File: config.mk
export PLATFORM = sky130hd
export DESIGN_NAME = spi_tx_shifter
export DESIGN_NICKNAME = d
export VERILOG_FILES = /design/src/rtl/spi_pkg.sv /design/src/rtl/spi_tx_shifter.sv
export SDC_FILE = /design/constraint.sdc
export NUM_CORES = 1
export LEC_CHECK = 0
export CORE_ASPECT_RATIO = 0.5
export CORE_MARGIN = 1.5
export CORE_UTILIZATION = 44
export CTS_CLUSTER_DIAMETER = 100
export DETAILED_ROUTE_END_ITERATION = 10
export PLACE_DENSITY_LB_ADDON = 0.2
export SETUP_SLACK_MARGIN = 0.3
export SLEW_MARGIN = 20
export SYNTH_ARGS = -nofsm -noshare
export SYNTH_HDL_FRONTEND = slang
export SYNTH_SLANG_ARGS = --single-unit
File: constraint.sdc
create_clock -name clk_i -period 5.8 [get_ports clk_i]
set_input_delay 0.87 -clock clk_i [delete_from_list [all_inputs] [get_ports clk_i]]
set_output_delay 0.87 -clock clk_i [all_outputs]
set_load 0.01 [all_outputs]
File: src/rtl/spi_pkg.sv
// Shared SPI types and constants: TX shifter FSM states, mode encodings and
// the default transaction length counter width.
package spi_pkg;

  typedef enum logic [1:0] {
    IDLE      = 2'd0,
    WAIT_DATA = 2'd1,
    SHIFT     = 2'd2
  } spi_tx_state_e;

  localparam logic SPI_MODE_STD  = 1'b0;
  localparam logic SPI_MODE_QUAD = 1'b1;

  localparam int unsigned SPI_CNT_WIDTH = 16;

endpackage

File: src/rtl/spi_tx_shifter.sv
// SPI TX serializer: pops words from the TX FIFO and shifts them MSB-first
// onto sdo_o, one bit (standard) or one nibble (quad) per clk_en_i tick.
// Build option: define SPI_TX_QUAD_EN to include the quad datapath; without it
// quad_i is ignored, step is 1 and sdo_o[3:1] is tied low.
module spi_tx_shifter
  import spi_pkg::*;
#(
  parameter int unsigned DATA_WIDTH = 32,
  parameter int unsigned CNT_WIDTH  = SPI_CNT_WIDTH
) (
  input  logic                  clk_i,
  input  logic                  rst_ni,
  input  logic                  clr_i,
  input  logic                  en_i,
  input  logic [CNT_WIDTH-1:0]  tx_len_i,
  input  logic                  quad_i,
  input  logic                  clk_en_i,
  input  logic [DATA_WIDTH-1:0] data_i,
  input  logic                  valid_i,
  output logic                  ready_o,
  output logic [3:0]            sdo_o,
  output logic                  busy_o,
  output logic                  done_o
);

  localparam int unsigned WCW = $clog2(DATA_WIDTH) + 1;

`ifdef SPI_TX_QUAD_EN
  localparam int unsigned SDO_W = 4;
`else
  localparam int unsigned SDO_W = 1;
`endif

  spi_tx_state_e         state_q;
  logic [CNT_WIDTH-1:0]  len_q;
  logic [CNT_WIDTH-1:0]  bit_cnt_q;
  logic [WCW-1:0]        word_cnt_q;
  logic [DATA_WIDTH-1:0] shreg_q;
  logic [SDO_W-1:0]      sdo_q;
  logic                  done_q;

  logic [2:0]            step;
  logic [CNT_WIDTH:0]    bit_nxt;
  logic [WCW-1:0]        word_nxt;
  logic                  last_tick;
  logic                  word_end;
  logic [DATA_WIDTH-1:0] shreg_shl;
  logic [SDO_W-1:0]      load_top;
  logic [SDO_W-1:0]      shift_top;

`ifdef SPI_TX_QUAD_EN
  logic quad_q;

  assign step      = (quad_q == SPI_MODE_QUAD) ? 3'd4 : 3'd1;
  assign shreg_shl = (quad_q == SPI_MODE_QUAD) ? (shreg_q << 4) : (shreg_q << 1);
  assign load_top  = (quad_q == SPI_MODE_QUAD) ? data_i[DATA_WIDTH-1 -: 4]
                                               : {3'b000, data_i[DATA_WIDTH-1]};
  assign shift_top = (quad_q == SPI_MODE_QUAD) ? shreg_shl[DATA_WIDTH-1 -: 4]
                                               : {3'b000, shreg_shl[DATA_WIDTH-1]};
  assign sdo_o     = sdo_q;
`else
  logic unused_quad;

  assign unused_quad = quad_i;
  assign step        = 3'd1;
  assign shreg_shl   = shreg_q << 1;
  assign load_top    = data_i[DATA_WIDTH-1];
  assign shift_top   = shreg_shl[DATA_WIDTH-1];
  assign sdo_o       = {3'b000, sdo_q};
`endif

  // One bit wider than the counter so len = 2^CNT_WIDTH-1 cannot wrap.
  assign bit_nxt   = {1'b0, bit_cnt_q} + (CNT_WIDTH+1)'(step);
  assign word_nxt  = word_cnt_q + WCW'(step);
  assign last_tick = (bit_nxt >= {1'b0, len_q});
  assign word_end  = (word_nxt == WCW'(DATA_WIDTH));

  // Pop request: waiting for a word, or the tick that drains the current word
  // when the transaction still needs more bits. Never looks at valid_i.
  assign ready_o = (state_q == WAIT_DATA) ||
                   ((state_q == SHIFT) && clk_en_i && word_end && !last_tick);

  assign busy_o = (state_q != IDLE);
  assign done_o = done_q;

  // Transaction FSM, counters, shift register and registered serial output.
  always_ff @(posedge clk_i or negedge rst_ni) begin
    if (!rst_ni) begin
      state_q    <= IDLE;
      len_q      <= '0;
      bit_cnt_q  <= '0;
      word_cnt_q <= '0;
      shreg_q    <= '0;
      sdo_q      <= '0;
      done_q     <= 1'b0;
`ifdef SPI_TX_QUAD_EN
      quad_q     <= SPI_MODE_STD;
`endif
    end else begin
      done_q <= 1'b0;
      if (clr_i) begin
        state_q    <= IDLE;
        bit_cnt_q  <= '0;
        word_cnt_q <= '0;
        sdo_q      <= '0;
      end else begin
        case (state_q)
          IDLE: begin
            if (en_i) begin
              len_q     <= tx_len_i;
              bit_cnt_q <= '0;
`ifdef SPI_TX_QUAD_EN
              quad_q    <= quad_i;
`endif
              if (tx_len_i == '0) done_q  <= 1'b1;
              else                state_q <= WAIT_DATA;
            end
          end
          WAIT_DATA: begin
            if (valid_i) begin
              shreg_q    <= data_i;
              word_cnt_q <= '0;
              sdo_q      <= load_top;
              state_q    <= SHIFT;
            end
          end
          SHIFT: begin
            if (clk_en_i) begin
              bit_cnt_q  <= bit_nxt[CNT_WIDTH-1:0];
              word_cnt_q <= word_nxt;
              if (last_tick) begin
                // Leftover low bits of the word are simply dropped.
                state_q <= IDLE;
                done_q  <= 1'b1;
                sdo_q   <= '0;
              end else if (word_end) begin
                if (valid_i) begin
                  shreg_q    <= data_i;
                  word_cnt_q <= '0;
                  sdo_q      <= load_top;
                end else begin
                  // Underrun: sdo_q keeps the last bit until the next word.
                  shreg_q <= shreg_shl;
                  state_q <= WAIT_DATA;
                end
              end else begin
                shreg_q <= shreg_shl;
                sdo_q   <= shift_top;
              end
            end
          end
          default: state_q <= IDLE;
        endcase
      end
    end
  end

endmodule

==> summary.md <==
| Metric | Value |
|---|---|
| Sequential share of power | 0.413 |
| Clk sinks | 73 |
| Synth top cells by count | dfrtp_1 (73), nand2_1 (43), o21ai_0 (42) |
| RSZ-0062 raised after global routing | no |
| WL per Instance | about 14 um |
| Hpwl dp | 5890 um |
| Final ANT Viol Nets | 0 |
| Ant. Diodes | 0 |
| Setup ws final | 705 ps |
| Vias in the first global route | 3004 |
| LEAKAGE | between 2 and 2.5 nW |
| Hold Worst Slack | 494 ps |
| Seq/Total Area, Yosys | 0.419 |
| Fillers | 834 |
| Design Power | ~1.8 mW |
| Cell Rows | 25 |
| Crit share post-route | 0.878 |
| Syn-to-layout area delta | 21.2% |
| Synth area leader | dfrtp_1 |
| Switching part of the total power | 0.259 |
| Status | finished clean |
| Worst-path maximum fanout | 8 |
| Final setup violation count | 0 |
| Syn_area_per_cell | around 11 um^2 |
| Clock power frac | 0.338 |
| Share of cells above drive strength 1 | 0.172 |
| Total power per unit cell area | roughly 330 mW/mm^2 |
| Core area | around 0.0095 mm^2 |
| Synth top area cells | dfrtp_1 (42%), mux2_4 (10%), ha_1 (5.2%) |
| Tmin final | a little over 5000 ps |
| Critical path launch point type | flip-flop |
| Post-Synth Adder-Cell Area | 0.0517 |
| Clock Tree Buf Depth | 2 |
| Crit end category | output port |
| CTS buffer count | 9 |
| Hold Path Class | reg -> reg |
| Critical Path RT | 4930 ps |
| Setup TNS | 0 ps |
| WL final | 8600 um |
| Hold Buf Count CTS | 0 |
| Total grt overflow | 0 |
| H-tree depth | 3 |
| I/O pin count | just over 60 |
| Port Buffers | 57 |
| Die W | 144 um |
| Measured slew at the worst slew-check pin | 1020 ps |
| Switching pwr | 0.454 mW |
| Maximum VDD drop | 170 uV |
| Mapped Cells | 410 |
| Largest net degree at the start of global routing | 74 |
| Slew HR | 0.318 |
| Vias per cell | 5.13 |
| Internal power | roughly 1.3 mW |
| Simple-gate share of the synthesized area | 0.125 |
| Final Hold Fails | 0 |
| Total GRT Usage | 0.176 |
| Share of the synthesized area in the top cell type | 0.419 |
| GP Congestion | 0.813 |
| Multi-input gate area | 0.00229 mm^2 |
| Initial antenna violation count | 0 |
| DR vias | 3074 |
| Ys flop type | dfrtp_1 |
| FFs w/ async S/R, synth | 1.00 |
| CP Class | reg -> out |
| Data arrival time of the worst path | approximately 4200 ps |
| First-pass GRT wire length | 14400 um |
| Yosys warns | 0 |
| CTS tree | built |
| Nets | 532 |
| Pre-CTS setup slack | 1020 ps |
| CTS resizes | 0 |
| Synth Area in Compound Gates | 0.126 |
| FMAX | 196 MHz |
| Initial Util | 0.457 |
| Setup Fix Bufs, Post-CTS | 0 |
| Most common cell in the netlist | dfrtp_1 |
| XOR/XNOR share of the synthesized area | 0.0301 |
| Core Util, Final | 0.554 |
| Register area | 0.00183 mm^2 |
| Combinational share of power | 0.249 |
| Post-synthesis cell type count | 55 |
| Synth Cell Area | 0.00436 mm^2 |
| Initial DRC count | between 150 and 200 |
| Post-synth EDFFs | 0 |
| # Max-Cap Violations | 0 |
| Worst-path clk slew | ~60 ps |
| Max-slew violations | 0 |
| CTS root buf | clkbuf_16 |
| Synthesized flop and latch total | 73 |
| Die H | roughly 73 um |
| Clock Latency Late Sink | 340 ps |
| Multiplexer share of the synthesized area | 0.187 |
| DRC viols | 0 |
| Layout Skew | 6.78 ps |
| Die Area | 0.0105 mm^2 |
| Largest family of logic cells by synthesized area | multiplexers |
| Drt first pass iters | 4 |
cell families after synthesis:
group,after synthesis
AND/OR/NAND/NOR,109
AO/OA/AOI/OAI,84
flip-flops,73
multiplexers,63
buffers and inverters,47
adder cells (fa/ha/maj),18
XOR/XNOR,15
other,1
layout make-up:
class,count,area share
inverters,22,0.0156
multi-input cells,292,0.433
clock buffers,10,0.0434
well taps,135,0.0320
flip-flops and latches,73,0.346
clock inverters,6,0.0173
repair buffers,61,0.113
metrics by stage:
step                cells  instance area [um^2]
floorplan             412                  4370
global placement      583                  4960
detailed placement    583                  4960
CTS                   599                  5280
global route          599                  5280
finish                599                  5280
critical path, cell delays in order (launching register included):
cell,delay (ps)
dfrtp_1,430
ha_1,290
and4_1,300
nand3_1,220
nor2_2,260
nand3_1,160
xnor2_1,170
ha_1,340
nand4_2,150
nor4_2,320
a31oi_1,180
o211ai_4,340
nor2_1,90
a21o_1,170
clkdlybuf4s50_1,470
placed cells by master (no fill, tap or decap), types with 3 or more instances in the layout:
master / n
inv_1: 22
nand2b_1: 3
nand3_1: 10
a31oi_1: 4
mux2_4: 29
nand4_1: 6
a21oi_1: 10
mux2_1: 16
and4_1: 3
o21ai_0: 42
conb_1: 3
xnor2_1: 9
dfrtp_1: 73
nor2_1: 17
a22o_1: 4
o221ai_1: 3
buf_4: 4
mux2_2: 16
ha_1: 18
o31ai_1: 6
nor3_1: 4
nor4_1: 4
clkbuf_16: 9
and2_1: 3
clkdlybuf4s50_1: 56
xor2_1: 6
nand2_1: 43
flip-flops by register name (all words and copies together), names as in the netlist:
signal and count:
sdo_q 1, bit_cnt_q 16, word_cnt_q 6, shreg_q 31, state_q 2, len_q 16
done_o 1
worst paths after layout:
check	startpoint	depth (start not counted)	slack (ps)	to
min reg2reg	word_cnt_q[5]	2	490	word_cnt_q[5]
max in group asynchronous	rst_ni	2	4440	shreg_q[29]
min in group asynchronous	rst_ni	2	720	len_q[13]
max	bit_cnt_q[0]	14	710	ready_o
max reg2reg	bit_cnt_q[0]	14	1430	shreg_q[1]
min	word_cnt_q[5]	2	490	word_cnt_q[5]
power by group through the flow:
| stage | logic (mW) | clock network (mW) | registers, mW |
|---|---|---|---|
| finish | 0.437 | 0.593 | 0.723 |
| global route | 0.483 | 0.632 | 0.741 |
| CTS | 0.443 | 0.610 | 0.725 |
| detailed placement | 0.438 | 0 | 0.732 |
| global placement | 0.433 | 0 | 0.728 |
| floorplan | 0.351 | 0 | 0.707 |
metal layers:
metal  part of all wire  track usage
met5                  0            0
met2               0.45        0.285
met1               0.50        0.232
met4             0.0092       0.0465
met3              0.042       0.0535
Note: power is estimated with default switching activity, not from simulation.
